`src/rtl/piso_tx.sv`:
```
// UART transmit serializer: start bit, 8 data bits LSB first, optional parity,
// 1 or 2 stop bits, every bit held for OVERSAMPLE baud-clock cycles.
module piso_tx #(
  parameter int OVERSAMPLE = 16,
  parameter int PARITY_EN  = 1,
  parameter int PARITY_ODD = 0,
  parameter int STOP_BITS  = 1
) (
  input  logic       i_baudclk,
  input  logic       i_rst_n,
  input  logic [7:0] i_data,
  input  logic       i_valid,
  output logic       o_ready,
  output logic       o_txd,
  output logic       o_busy,
  output logic       o_done,
  output logic [2:0] o_dbg_state
);

  // Handshake: a byte is taken on the rising edge where i_valid && o_ready;
  // o_ready is high only in IDLE, and i_valid is ignored everywhere else.

  localparam int CNT_W = $clog2(OVERSAMPLE);
  localparam logic [CNT_W-1:0] CNT_LAST = CNT_W'(OVERSAMPLE - 1);
  localparam logic STOP_LAST = 1'(STOP_BITS - 1);
  localparam logic ODD = (PARITY_ODD != 0);

  typedef enum logic [2:0] {
    IDLE   = 3'd0,
    START  = 3'd1,
    DATA   = 3'd2,
    PARITY = 3'd3,
    STOP   = 3'd4
  } state_t;

  state_t           state_q, state_d;
  logic [CNT_W-1:0] cnt_q, cnt_d;
  logic [2:0]       bit_q, bit_d;
  logic             stop_q, stop_d;
  logic [7:0]       shift_q, shift_d;
  logic             par_q, par_d;
  logic             txd_q, txd_d;
  logic             ready_q, ready_d;
  logic             busy_q, busy_d;
  logic             done_q, done_d;
  logic             bit_end;

  assign bit_end = (cnt_q == CNT_LAST);

  // txd_d is the line value for the cycle after the edge, so it follows state_d.
  always_comb begin
    state_d = state_q;
    cnt_d   = cnt_q + 1'b1;
    bit_d   = bit_q;
    stop_d  = stop_q;
    shift_d = shift_q;
    par_d   = par_q;
    txd_d   = txd_q;
    done_d  = 1'b0;
    case (state_q)
      IDLE: begin
        cnt_d = '0;
        txd_d = 1'b1;
        if (i_valid) begin
          shift_d = i_data;
          par_d   = (^i_data) ^ ODD;
          state_d = START;
          txd_d   = 1'b0;
        end
      end
      START: begin
        if (bit_end) begin
          state_d = DATA;
          cnt_d   = '0;
          bit_d   = 3'd0;
          txd_d   = shift_q[0];
        end
      end
      DATA: begin
        if (bit_end) begin
          cnt_d   = '0;
          shift_d = shift_q >> 1;
          if (bit_q == 3'd7) begin
            if (PARITY_EN != 0) begin
              state_d = PARITY;
              txd_d   = par_q;
            end else begin
              state_d = STOP;
              stop_d  = 1'b0;
              txd_d   = 1'b1;
            end
          end else begin
            bit_d = bit_q + 3'd1;
            txd_d = shift_q[1];
          end
        end
      end
      PARITY: begin
        if (bit_end) begin
          state_d = STOP;
          cnt_d   = '0;
          stop_d  = 1'b0;
          txd_d   = 1'b1;
        end
      end
      STOP: begin
        txd_d = 1'b1;
        if (bit_end) begin
          cnt_d = '0;
          if (stop_q == STOP_LAST) begin
            state_d = IDLE;
            done_d  = 1'b1;
          end else begin
            stop_d = stop_q + 1'b1;
          end
        end
      end
      default: begin
        state_d = IDLE;
        cnt_d   = '0;
        txd_d   = 1'b1;
      end
    endcase
    ready_d = (state_d == IDLE);
    busy_d  = (state_d != IDLE);
  end

  always_ff @(posedge i_baudclk or negedge i_rst_n) begin
    if (!i_rst_n) begin
      state_q <= IDLE;
      cnt_q   <= '0;
      bit_q   <= 3'd0;
      stop_q  <= 1'b0;
      shift_q <= 8'd0;
      par_q   <= 1'b0;
      txd_q   <= 1'b1;
      ready_q <= 1'b1;
      busy_q  <= 1'b0;
      done_q  <= 1'b0;
    end else begin
      state_q <= state_d;
      cnt_q   <= cnt_d;
      bit_q   <= bit_d;
      stop_q  <= stop_d;
      shift_q <= shift_d;
      par_q   <= par_d;
      txd_q   <= txd_d;
      ready_q <= ready_d;
      busy_q  <= busy_d;
      done_q  <= done_d;
    end
  end

  assign o_txd       = txd_q;
  assign o_ready     = ready_q;
  assign o_busy      = busy_q;
  assign o_done      = done_q;
  assign o_dbg_state = state_q;

endmodule
```
`config.mk`:
```
export PLATFORM = sky130hd
export DESIGN_NAME = piso_tx
export DESIGN_NICKNAME = d
export VERILOG_FILES = /design/src/rtl/piso_tx.sv
export SDC_FILE = /design/constraint.sdc
export NUM_CORES = 1
export LEC_CHECK = 0
export BUFFER_PORTS_ARGS = -buffer_cell sky130_fd_sc_hd__buf_2
export CORE_MARGIN = 2
export CORE_UTILIZATION = 35
export DETAILED_ROUTE_END_ITERATION = 10
export HOLD_SLACK_MARGIN = 0.1
export PLACE_DENSITY = 0.65
export SLEW_MARGIN = 40
export SYNTH_ARGS = -nofsm -noshare
export SYNTH_HDL_FRONTEND = slang
export SYNTH_SLANG_ARGS = --single-unit
```
`constraint.sdc`:
```
create_clock -name i_baudclk -period 1.9 [get_ports i_baudclk]
set_input_delay 0.285 -clock i_baudclk [delete_from_list [all_inputs] [get_ports i_baudclk]]
set_output_delay 0.285 -clock i_baudclk [all_outputs]
set_load 0.05 [all_outputs]
```
== Word level (Yosys, flattened, before mapping) ==
Index checks and enable logic that the tools add are counted.
Storage, ports and cells
  latch bits: 0
  memories: 0
  input bits: 11
  output and inout bits: 7
  logic and storage cells: 68
  ROM bits: 0
  register bits after elaboration: 24
  RAM bits: 0
Cells by class
  equal/unequal tests: 12
  bitwise gates (word level): 0
  shift-type cells: 0
  add/subtract/negate cells: 3
  order comparisons: 0
  divide/modulo/power cells: 0
  reduce and logical (&&, ||, !) cells: 13
  $mul: 0
  muxes and demuxes: 30
Operators with widths (count)
  $mux W3: 10
  $mux W8: 2
  $pmux W8 S2: 1
  $pmux W3 S5: 1
  $ne A2 B2 Y1 const B: 6
  $mux W1: 11
  $reduce_and A3 Y1: 3
  $mux W4: 2
  $reduce_xor A8 Y1: 1
  $eq A3 B2 Y1 const B: 2
  $eq A3 B3 Y1 const B: 2
  $logic_not A3 Y1: 2
  $pmux W3 S2: 1
  $reduce_bool A2 Y1: 3
  $add A4 B1 Y4 const B: 1
  $eq A4 B4 Y1 const B: 1
  $pmux W1 S4: 1
  $reduce_and A4 Y1: 1
  $reduce_or A4 Y1: 1
  $add A3 B1 Y3 const B: 1
  $eq A3 B1 Y1 const B: 1
  $reduce_bool A3 Y1: 1
  $pmux W1 S2: 1
  $reduce_and A2 Y1: 1
  $add A1 B1 Y1 const B: 1

== Logic depth before layout (Yosys ltp) ==
  depth after elaboration: 5
  mapped depth: 7
  depth with buffers taken out: 6

== Least setup slack after synthesis ==
Ideal clock, no wire load.
  path kind: reg2reg
  start point: register state_q[1] (netlist: o_dbg_state[1])
  end point: register shift_q[0]
  period minus slack after synthesis: 1.850 ns
  data required time: 1.827 ns
  path buffers: 2
  slack: 0.050 ns
  stages on the path, launching flop included: 7
  data arrival time: 1.776 ns
  library setup time: 0.073 ns
  cells stage by stage: dfrtp_1 -> nand2b_1 -> or3_1 -> buf_2 -> and2_4 -> buf_6 -> a21oi_2
Between the ends
  cells in the longest elaborated chain, start to end: 3
  elaborated cells between the ends (all ways): 7
  those cells by class: eq/ne (3); mux (1); reduce/logical (3)
RTL lines
  start: declaration: RTL line 36  | state_t state_q, state_d;
  start signal: assignment: RTL line 141  | state_q <= state_d;
  $eq A3 B2 Y1 / $logic_not A3 Y1 (equally long branches): RTL line 60  | case (state_q)
  $ne A2 B2 Y1 (no line) / $reduce_bool A2 Y1 (equally long branches)
  $reduce_and A3 Y1 (no line)
  end signal: assignment: RTL line 145  | shift_q <= shift_d;
  end: declaration: RTL line 40  | logic [7:0] shift_q, shift_d;
Several ways; a longest one is shown, not always the timed one.
A chain may end at the register's enable or synchronous reset.

== Worst setup path after layout ==
  start point: register cnt_q[0]
  end point: register shift_q[5]
Between the ends
  cells in the longest elaborated chain, start to end: 3
RTL lines
  start: declaration: RTL line 37  | logic [CNT_W-1:0] cnt_q, cnt_d;
  start signal: assignment: RTL line 142  | cnt_q <= cnt_d;
  $eq A4 B4 Y1: RTL line 48  | assign bit_end = (cnt_q == CNT_LAST);
  $ne A2 B2 Y1 (no line)
  $reduce_and A3 Y1 (no line)
No other way between the ends.

==> results.yml <==
yosys:
  yosysSeqAreaShare_pct: 50.3
  ys.flop_type: "dfrtp_1"
  synthCells: 113
  synth_warnings: 0
  syn_area_per_cell_sq_um: 10.2
  synth-xor-area-share_pct: 7.63
  ys_ff_latch: 23
  synth_compound_gate_area_share_pct: 15.0
  synth_fa_ha_area_share_pct: 3.27
  async_flop_share_pct: 100
  synth_top_area_share_pct: 45.8
  syn-cell-area_sq_mm: 0.00115
  synth-simple-area-share_pct: 15.7
  synth.top_cells.by_count: "dfrtp_1 (21), inv_1 (12), nand2_1 (8), xnor2_1 (8)"
  ys_top_cells_by_area: "dfrtp_1 (46%), xnor2_1 (6.1%), a21oi_2 (5.3%), dfstp_2 (4.6%), inv_1 (3.9%)"
  synth_top_area_cell: "dfrtp_1"
  synthMuxAreaShare_pct: 1.74
  synth_top_family_by_area: "simple AND/OR/NAND/NOR gates"
  synth_fp_nets: 127
  synth_most_common_cell: "dfrtp_1"
  synth_cell_types: 30
  synth_edf_count: 0
clock_network:
  clock_latency_ns: 0.31
  cts.htree.levels: 1
  cts_tree: "yes"
  cts_made_buffers: 3
  clk_path_buf_depth: 2
  cts-root-buf: "clkbuf_4"
  post_cts_buffers: 0
  cts.reportedPaths.clkPinSlew_ns: 0.12
  cts.sink_count: 23
timing:
  slew_headroom_pct: 65.5
  finalHoldViolCount: 0
  setup_tns_ns: 0
  maxSlewViolCount: 0
  fin_crit_ns: 1.69
  fin_crit_sh_pct: 89.1
  setup-violations-final: 0
  rsz0062_at_grt: "no"
  clock.fmax_ghz: 0.591
  clock_skew_ns: 0.00323
  worst_pin_slew_ns: 0.517
flow_run:
  cap_violations: 0
worst_setup_path:
  cp-start-kind: "register"
  cp.arrival_ns: 1.94
  critPathTopFamily: "simple AND/OR/NAND/NOR gates"
  crit_chain: "ha_1 -> nand3_2 -> or3_4 -> and2_4 -> a21oi_2"
  crit_path_max_fanout: 9
  path_buf_inv: 0
  cpPeakStageDelay_ns: 0.46
  critPathKind: "reg -> reg"
  critPathSlowestCell: "or3_4"
  cp-end-kind: "register"
  crit_required_ns: 2.15
place:
  place_congestion: 0.746
  dp_hpwl_um: 1670
  portBuffers: 17
  place_area_sq_mm: 0.00128
global_route:
  grt-busiest-layer: "met2"
  grt_pass1_wl_um: 3770
  first_global_vias: 858
  antenna_found_initial: 0
  grt_usage_pct: 13.8
  grt_max_degree: 24
  gr-usage-met2_pct: 24.0
  use_met1_pct: 16.1
  use_met3_pct: 4.83
  gr-total-overflow: 0
power_and_ir_drop:
  clkPwrFrac_pct: 29.0
  peakVddDrop_mv: 0.354
  power_density_mw_per_mm2: 577
  p_sw_share_pct: 22.1
  combPwrFrac_pct: 6.7
  p_sw_mw: 0.168
  cellLeakagePower_nw: 0.594
  seq_power_share_pct: 64.3
  internal_power_mw: 0.593
cells_and_area:
  diodes: 0
  n_fill_cell: 314
  drive_above_1_share_pct: 27.3
  final_core_util_pct: 42.8
  final_area_sq_mm: 0.00132
  area_growth_pct: 14.8
  final_nets: 147
detailed_routing:
  routed_wl_um: 2170
  drt-vias-per-instance: 4.88
  drt_pass1_iterations: 4
  antenna_left: 0
  vias: 858
  drc: 0
  drt-initial-drc-count: 19
  wl_per_cell_um: 12.4
floorplan:
  ios: 18
  dieArea_sq_mm: 0.00376
  die_x_um: 61.3
  die_y_um: 61.3
  start_util_pct: 37.3
  core_sq_mm: 0.00308
  rows: 20
run_status:
  outcome: "finished, final reports clean"
min_path:
  hold_class: "in -> reg"
-- cell families (layout without fill, tap and decap cells) --
kind of cell             count (synthesis)  after routing
AO/OA/AOI/OAI                           26             26
XOR/XNOR                                10             10
adder cells (fa/ha/maj)                  3              3
buffers and inverters                   17             36
flip-flops                              23             23
multiplexers                             2              2
AND/OR/NAND/NOR                         32             32
-- cells in the final DEF, fill, tap and decap left out, types with 3 or more instances in the layout --
| cell type | instances |
|---|---|
| buf_2 | 17 |
| o22ai_1 | 7 |
| nor3_1 | 4 |
| o21ai_0 | 6 |
| inv_1 | 12 |
| nand2_1 | 8 |
| dfrtp_1 | 21 |
| a21oi_2 | 7 |
| clkbuf_4 | 3 |
| ha_1 | 3 |
| xnor2_1 | 8 |
| nor2_1 | 6 |
| a21oi_1 | 3 |
-- per-stage QoR --
stage | setup slack (ns) | power (mW) | cells | hold WS (ns)
2_1_floorplan | 0.0505 | 0.523 | 113 | -0.0106
3_3_place_gp | 0.189 | 0.548 | 171 | 0.283
3_5_place_dp | 0.118 | 0.550 | 171 | 0.285
4_1_cts | 0.0970 | 0.773 | 176 | 0.231
5_1_grt | 0.0800 | 0.805 | 176 | 0.240
6_report | 0.208 | 0.762 | 176 | 0.234
-- cell type report --
| class | count | area [sq um] | share of cell area, % |
|---|---|---|---|
| clock buffer | 3 | 22.5 | 1.71 |
| tap | 44 | 55.1 | 4.17 |
| inverter | 12 | 45.0 | 3.42 |
| sequential | 23 | 578 | 43.8 |
| timing repair buffer | 20 | 110 | 8.35 |
| multi-input combinational | 73 | 503 | 38.1 |
| clock inverter | 1 | 5.00 | 0.380 |
-- flip-flops by register name (all words and copies together) (netlist names) --
name,cells
o_busy,1
o_done,1
o_ready,1
o_txd,1
shift_q,8
o_dbg_state,3
par_q,1
bit_q,3
cnt_q,4
-- path summary, 6_finish.rpt --
kind	endpoint	cells past startpoint	startpoint	slack (ns)
min in group asynchronous	shift_q[0]	2	i_rst_n	0.47
max reg2reg	shift_q[5]	5	cnt_q[0]	0.21
min reg2reg	bit_q[0]	1	bit_q[0]	0.51
max in group asynchronous	o_txd	2	i_rst_n	1.07
min	shift_q[7]	3	i_data[7]	0.23
max	shift_q[5]	5	cnt_q[0]	0.21
-- per-layer routing --
metal	part of all wire, %	up-vias
li1	-	424
met1	42	416
met2	53	16
met3	4.6	2
met4	0.78	0
met5	0	-
-- worst reg2reg max path, cell delays in order, from the launching register on --
cell	delay (ns)
dfrtp_1	0.41
ha_1	0.25
nand3_2	0.15
or3_4	0.46
and2_4	0.23
a21oi_2	0.14
-- power groups by stage --
stage	clock network (mW)	registers, mW	logic (mW)
4_1_cts	0.231	0.490	0.0525
3_5_place_dp	0	0.499	0.0507
5_1_grt	0.258	0.490	0.0572
3_3_place_gp	0	0.499	0.0495
2_1_floorplan	0	0.499	0.0244
6_report	0.221	0.490	0.0512
-- repair_timing --
action	in CTS	in global routing
gates resized for setup	0	1
endpoints found under the setup margin	0	7
hold endpoints to repair	21	0
hold buffers	1	0
Power figures use the tool's default switching activity.
